File: config.mk
export PLATFORM = sky130hd
export DESIGN_NAME = hazard_fwd_unit
export DESIGN_NICKNAME = d
export VERILOG_FILES = /design/src/rtl/hfu_pkg.sv /design/src/rtl/fwd_src_match.sv /design/src/rtl/hazard_fwd_unit.sv
export SDC_FILE = /design/constraint.sdc
export NUM_CORES = 1
export LEC_CHECK = 0
export CORE_MARGIN = 3
export CORE_UTILIZATION = 50
export DETAILED_ROUTE_END_ITERATION = 7
export GPL_TIMING_DRIVEN = 1
export PLACE_DENSITY_LB_ADDON = 0.2
export SYNTH_ARGS = -nofsm -noshare
export SYNTH_HDL_FRONTEND = slang
export SYNTH_HIERARCHICAL = 1
export SYNTH_SLANG_ARGS = --single-unit
File: constraint.sdc
create_clock -name clk_i -period 1.6 [get_ports clk_i]
set_input_delay 0.16 -clock clk_i [delete_from_list [all_inputs] [get_ports clk_i]]
set_output_delay 0.16 -clock clk_i [all_outputs]
set_load 0.01 [all_outputs]
File: src/rtl/hfu_pkg.sv
// hfu_pkg: shared forwarding encodings, stage-entry type and match helper for hazard_fwd_unit
package hfu_pkg;
  localparam int HFU_NREG = 32;
  localparam int HFU_NSRC = 2;
  localparam int HFU_AW = $clog2(HFU_NREG);
  localparam logic [1:0] FWD_RF = 2'b00;
  localparam logic [1:0] FWD_WB = 2'b01;
  localparam logic [1:0] FWD_MEM = 2'b10;
  typedef struct packed {
    logic valid;
    logic regwrite;
    logic [HFU_AW-1:0] dst;
    logic load;
    logic mul;
    logic [HFU_NSRC-1:0][HFU_AW-1:0] src;
    logic [HFU_NSRC-1:0] used;
  } entry_t;
  function automatic logic writes(input entry_t e, input logic [HFU_AW-1:0] r);
    return e.valid && e.regwrite && e.dst == r && r != '0;
  endfunction
endpackage

File: src/rtl/fwd_src_match.sv
// fwd_src_match: forwarding select for one EX operand from the MEM and WB entries
module fwd_src_match
  import hfu_pkg::*;
(
  input  logic              ex_valid,
  input  logic              ex_used,
  input  logic [HFU_AW-1:0] ex_src,
  input  entry_t            mem,
  input  entry_t            wb,
  output logic [1:0]        sel
);
  assign sel = !(ex_valid && ex_used) ? FWD_RF :
               (writes(mem, ex_src) && !mem.load) ? FWD_MEM :
               writes(wb, ex_src) ? FWD_WB : FWD_RF;
endmodule

File: src/rtl/hazard_fwd_unit.sv
// hazard_fwd_unit: EX forwarding, ID write-back bypass, load-use stall and multiply hold
module hazard_fwd_unit
  import hfu_pkg::*;
#(
  parameter int NREG = HFU_NREG,
  parameter int NSRC = HFU_NSRC,
  parameter int MUL_LAT = 3,
  localparam int AW = $clog2(NREG)
) (
  input  logic              clk_i,
  input  logic              rst_i,
  input  logic              id_valid_i,
  input  logic [NSRC*AW-1:0] id_src_addr_i,
  input  logic [NSRC-1:0]   id_src_used_i,
  input  logic [AW-1:0]     id_dst_addr_i,
  input  logic              id_regwrite_i,
  input  logic              id_load_i,
  input  logic              id_mul_i,
  input  logic              flush_i,
  output logic              stall_o,
  output logic [NSRC*2-1:0] ex_fwd_sel_o,
  output logic [NSRC-1:0]   id_wb_bypass_o
);
  localparam int CW = MUL_LAT > 1 ? $clog2(MUL_LAT) : 1;
  entry_t ex, mem, wb, id_e;
  logic [CW-1:0] cnt;
  logic [NSRC-1:0] lu_hit;
  logic load_use, mul_busy;
  assign id_e = {id_valid_i & ~flush_i, id_regwrite_i, id_dst_addr_i, id_load_i, id_mul_i,
                 id_src_addr_i, id_src_used_i};
  for (genvar k = 0; k < NSRC; k++) begin : g_src
    logic [AW-1:0] a;
    assign a = id_src_addr_i[k*AW +: AW];
    assign lu_hit[k] = id_src_used_i[k] && a == ex.dst;
    assign id_wb_bypass_o[k] = id_valid_i && id_src_used_i[k] && writes(wb, a);
    fwd_src_match u_match (
      .ex_valid(ex.valid),
      .ex_used (ex.used[k]),
      .ex_src  (ex.src[k]),
      .mem     (mem),
      .wb      (wb),
      .sel     (ex_fwd_sel_o[k*2 +: 2])
    );
  end
  assign load_use = ex.valid && ex.load && ex.regwrite && ex.dst != '0 && |lu_hit &&
                    id_valid_i && !flush_i;
  assign mul_busy = ex.mul && cnt != '0;
  assign stall_o = load_use || mul_busy;
  always_ff @(posedge clk_i) begin
    if (!rst_i) begin
      ex <= '0;
      mem <= '0;
      wb <= '0;
      cnt <= '0;
    end else begin
      wb <= mem;
      mem <= mul_busy ? '0 : ex;
      ex <= mul_busy ? ex : load_use ? '0 : id_e;
      cnt <= (!stall_o && id_e.valid && id_e.mul) ? CW'(MUL_LAT - 1) :
             (cnt != '0) ? cnt - CW'(1) : cnt;
    end
  end
endmodule

==> flow_summary.toml <==
[sta]
worst_pin_slew_ns = 0.347
finalSetupViolations = 30
finalSetupTns_ns = -3.79
slew_violations = 0
whs_ns = 0.330
fmax_mhz = 523
finalWorstSetupSlack_ns = -0.313
max-slew-margin-rel_pct = 76.9
hold_viol_final = 0
layout_min_cycle_time_ns = 1.91
period_share_pct = 120
clock_skew_ns = 0.00451
rsz0062_at_grt = "true"

[routing]
final_antenna_net_count = 0
drt-total-wl_um = 8240
via_count = 2294
routed_via_density = 6.39
drt_iter0_drc = 318
route.detailed.drc = 0
wl_per_cell_um = 22.9
dr.pass1.iters = 5

[critical_path]
cp_max_fo = 2
path_cells = "or4_4 -> o211a_1 -> a211oi_2 -> buf_2"
cpMaxStageDelayCell = "or4_4"
cp_top_family = "simple AND/OR/NAND/NOR gates"
cp-startpoint = "ex[4]"
rr_startpoint = "ex[16]"
crit_buf_inv = 1
crit_type = "register to output port"
critPathMaxStageDelay_ns = 0.54
critPathRequiredTime_ns = 1.44
crit_path_end_kind = "output port"
cp-start-kind = "register"
cp.arrival_ns = 1.75

[placement]
finalWeightedCongestion = 0.926
io_buffers = 30
dp_hpwl_um = 4200
place_inst = 340
place_area_um2 = 2800

[cts]
clock-sinks = 38
cts-root-buf = "clkbuf_8"
path_clk_slew_ns = 0.08
cts_tree = "yes"
cts_max_level = 2
clk_path_buf_depth = 2
cts-hold-fix-buffers = 0
numCtsBuffers = 5
clk-insertion-delay-late_ns = 0.30

[yosys]
syn_area_per_cell_um2 = 9.22
ys_warn_count = 6
syn_inst = 227
syn_nets = 251
syn_area_um2 = 2090

[grt]
grt_pass1_vias = 2167
grt-ovfl-total = 0
antenna_found_initial = 0
grt_usage_pct = 28.5
grt_pass1_wl_um = 11000
grt_max_degree = 31

[flow_run]
cap_violations = 0

[floorplanning]
dieHeight_um = 70.7
start_util_pct = 54.3
row_count = 22
io_pins = 31
dieArea_um2 = 5000
die_x_um = 70.7
core_um2 = 3850

[final_layout]
fin_area_um2 = 3410
antenna_cells = 0
area_growth_pct = 63.0
utilization_pct = 88.5
finalNonFillerCells = 359
drive_gt1_share_pct = 50.2
nets = 334

[power]
power_density_nw_per_um2 = 759
ir_worst_vdd_mv = 0.843
leakagePower_nw = 1.40

[run_status]
violations = "negative setup slack"
status = "finished with violations"

[worst_hold_path]
min_path_type = "input port to register"
min_from = "id_src_addr_i[5]"
==> stage by stage <==
stage | total power, mW | setup WS [ns]
after floorplan | 1.39 | 0.0633
after global placement | 1.68 | -0.485
after detailed placement | 1.69 | -0.537
after CTS | 2.46 | -0.324
after global routing | 2.68 | -0.354
final | 2.59 | -0.313
==> flip-flops by register name (all words and copies together) (netlist names) <==
register  cells
wb            7
mem           8
ex           21
cnt           2
==> layout make-up <==
cell class                 instances  area (µm²)
multi-input combinational        169        1560
timing repair buffer              93         907
sequential                        38         781
fill                             164         442
clock buffer                       6        82.6
tap                               48        60.1
clock inverter                     2        12.5
inverter                           3        11.3
==> layout by cell type (no fill, tap or decap), drive strengths merged, types with 2 or more instances in the layout <==
cell	instances
nand2	22
nor4	4
inv	3
nand3	2
nand4	4
o211ai	3
o2111ai	2
dfxtp	38
and4	4
o211a	2
or4	3
and3	10
clkdlybuf4s50	17
xnor2	24
nor2	7
dlygate4sd2	5
and3b	2
o21ai	24
buf	68
a211oi	2
xor2	14
a32oi	20
and2	7
clkbuf	8
nor3	4
==> power by group <==
part	total (mW)	switching (mW)	internal (mW)
Sequential	1.11	0.0822	1.03
Combinational	0.767	0.362	0.405
Clock	0.711	0.364	0.347
==> tightest hold or removal path: cells and delay by family <==
| family | cells | cell delay [ns] |
|---|---|---|
| buffers and inverters | 2 | 0.32 |
| and+or+nand+nor | 1 | 0.07 |
| AOI/OAI and AO/OA | 1 | 0.05 |
==> timing repair <==
item | CTS | global route
endpoints found under the setup margin | 30 | 30
setup buffers | 10 | 1
endpoints found under the hold margin | 0 | 0
pin swaps | 22 | 35
cloned | 2 | 2
gates resized for setup | 67 | 41
==> per-layer routing <==
layer / GRT usage, % / up-vias / share of wire (%)
met1: 34.2 / 1061 / 37
met3: 6.39 / 55 / 8.7
met5: 0 / - / 0
li1: - / 1007 / -
met2: 47.4 / 171 / 48
met4: 14.8 / 0 / 6.5
==> worst paths after layout <==
check                    end  depth (start not counted)  slack [ns]
max          ex_fwd_sel_o[0]                          4       -0.31
max reg2reg           ex[13]                          6       -0.14
min reg2reg           wb[19]                          1        0.49
min                    ex[7]                          4        0.33
Power figures use the tool's default switching activity.
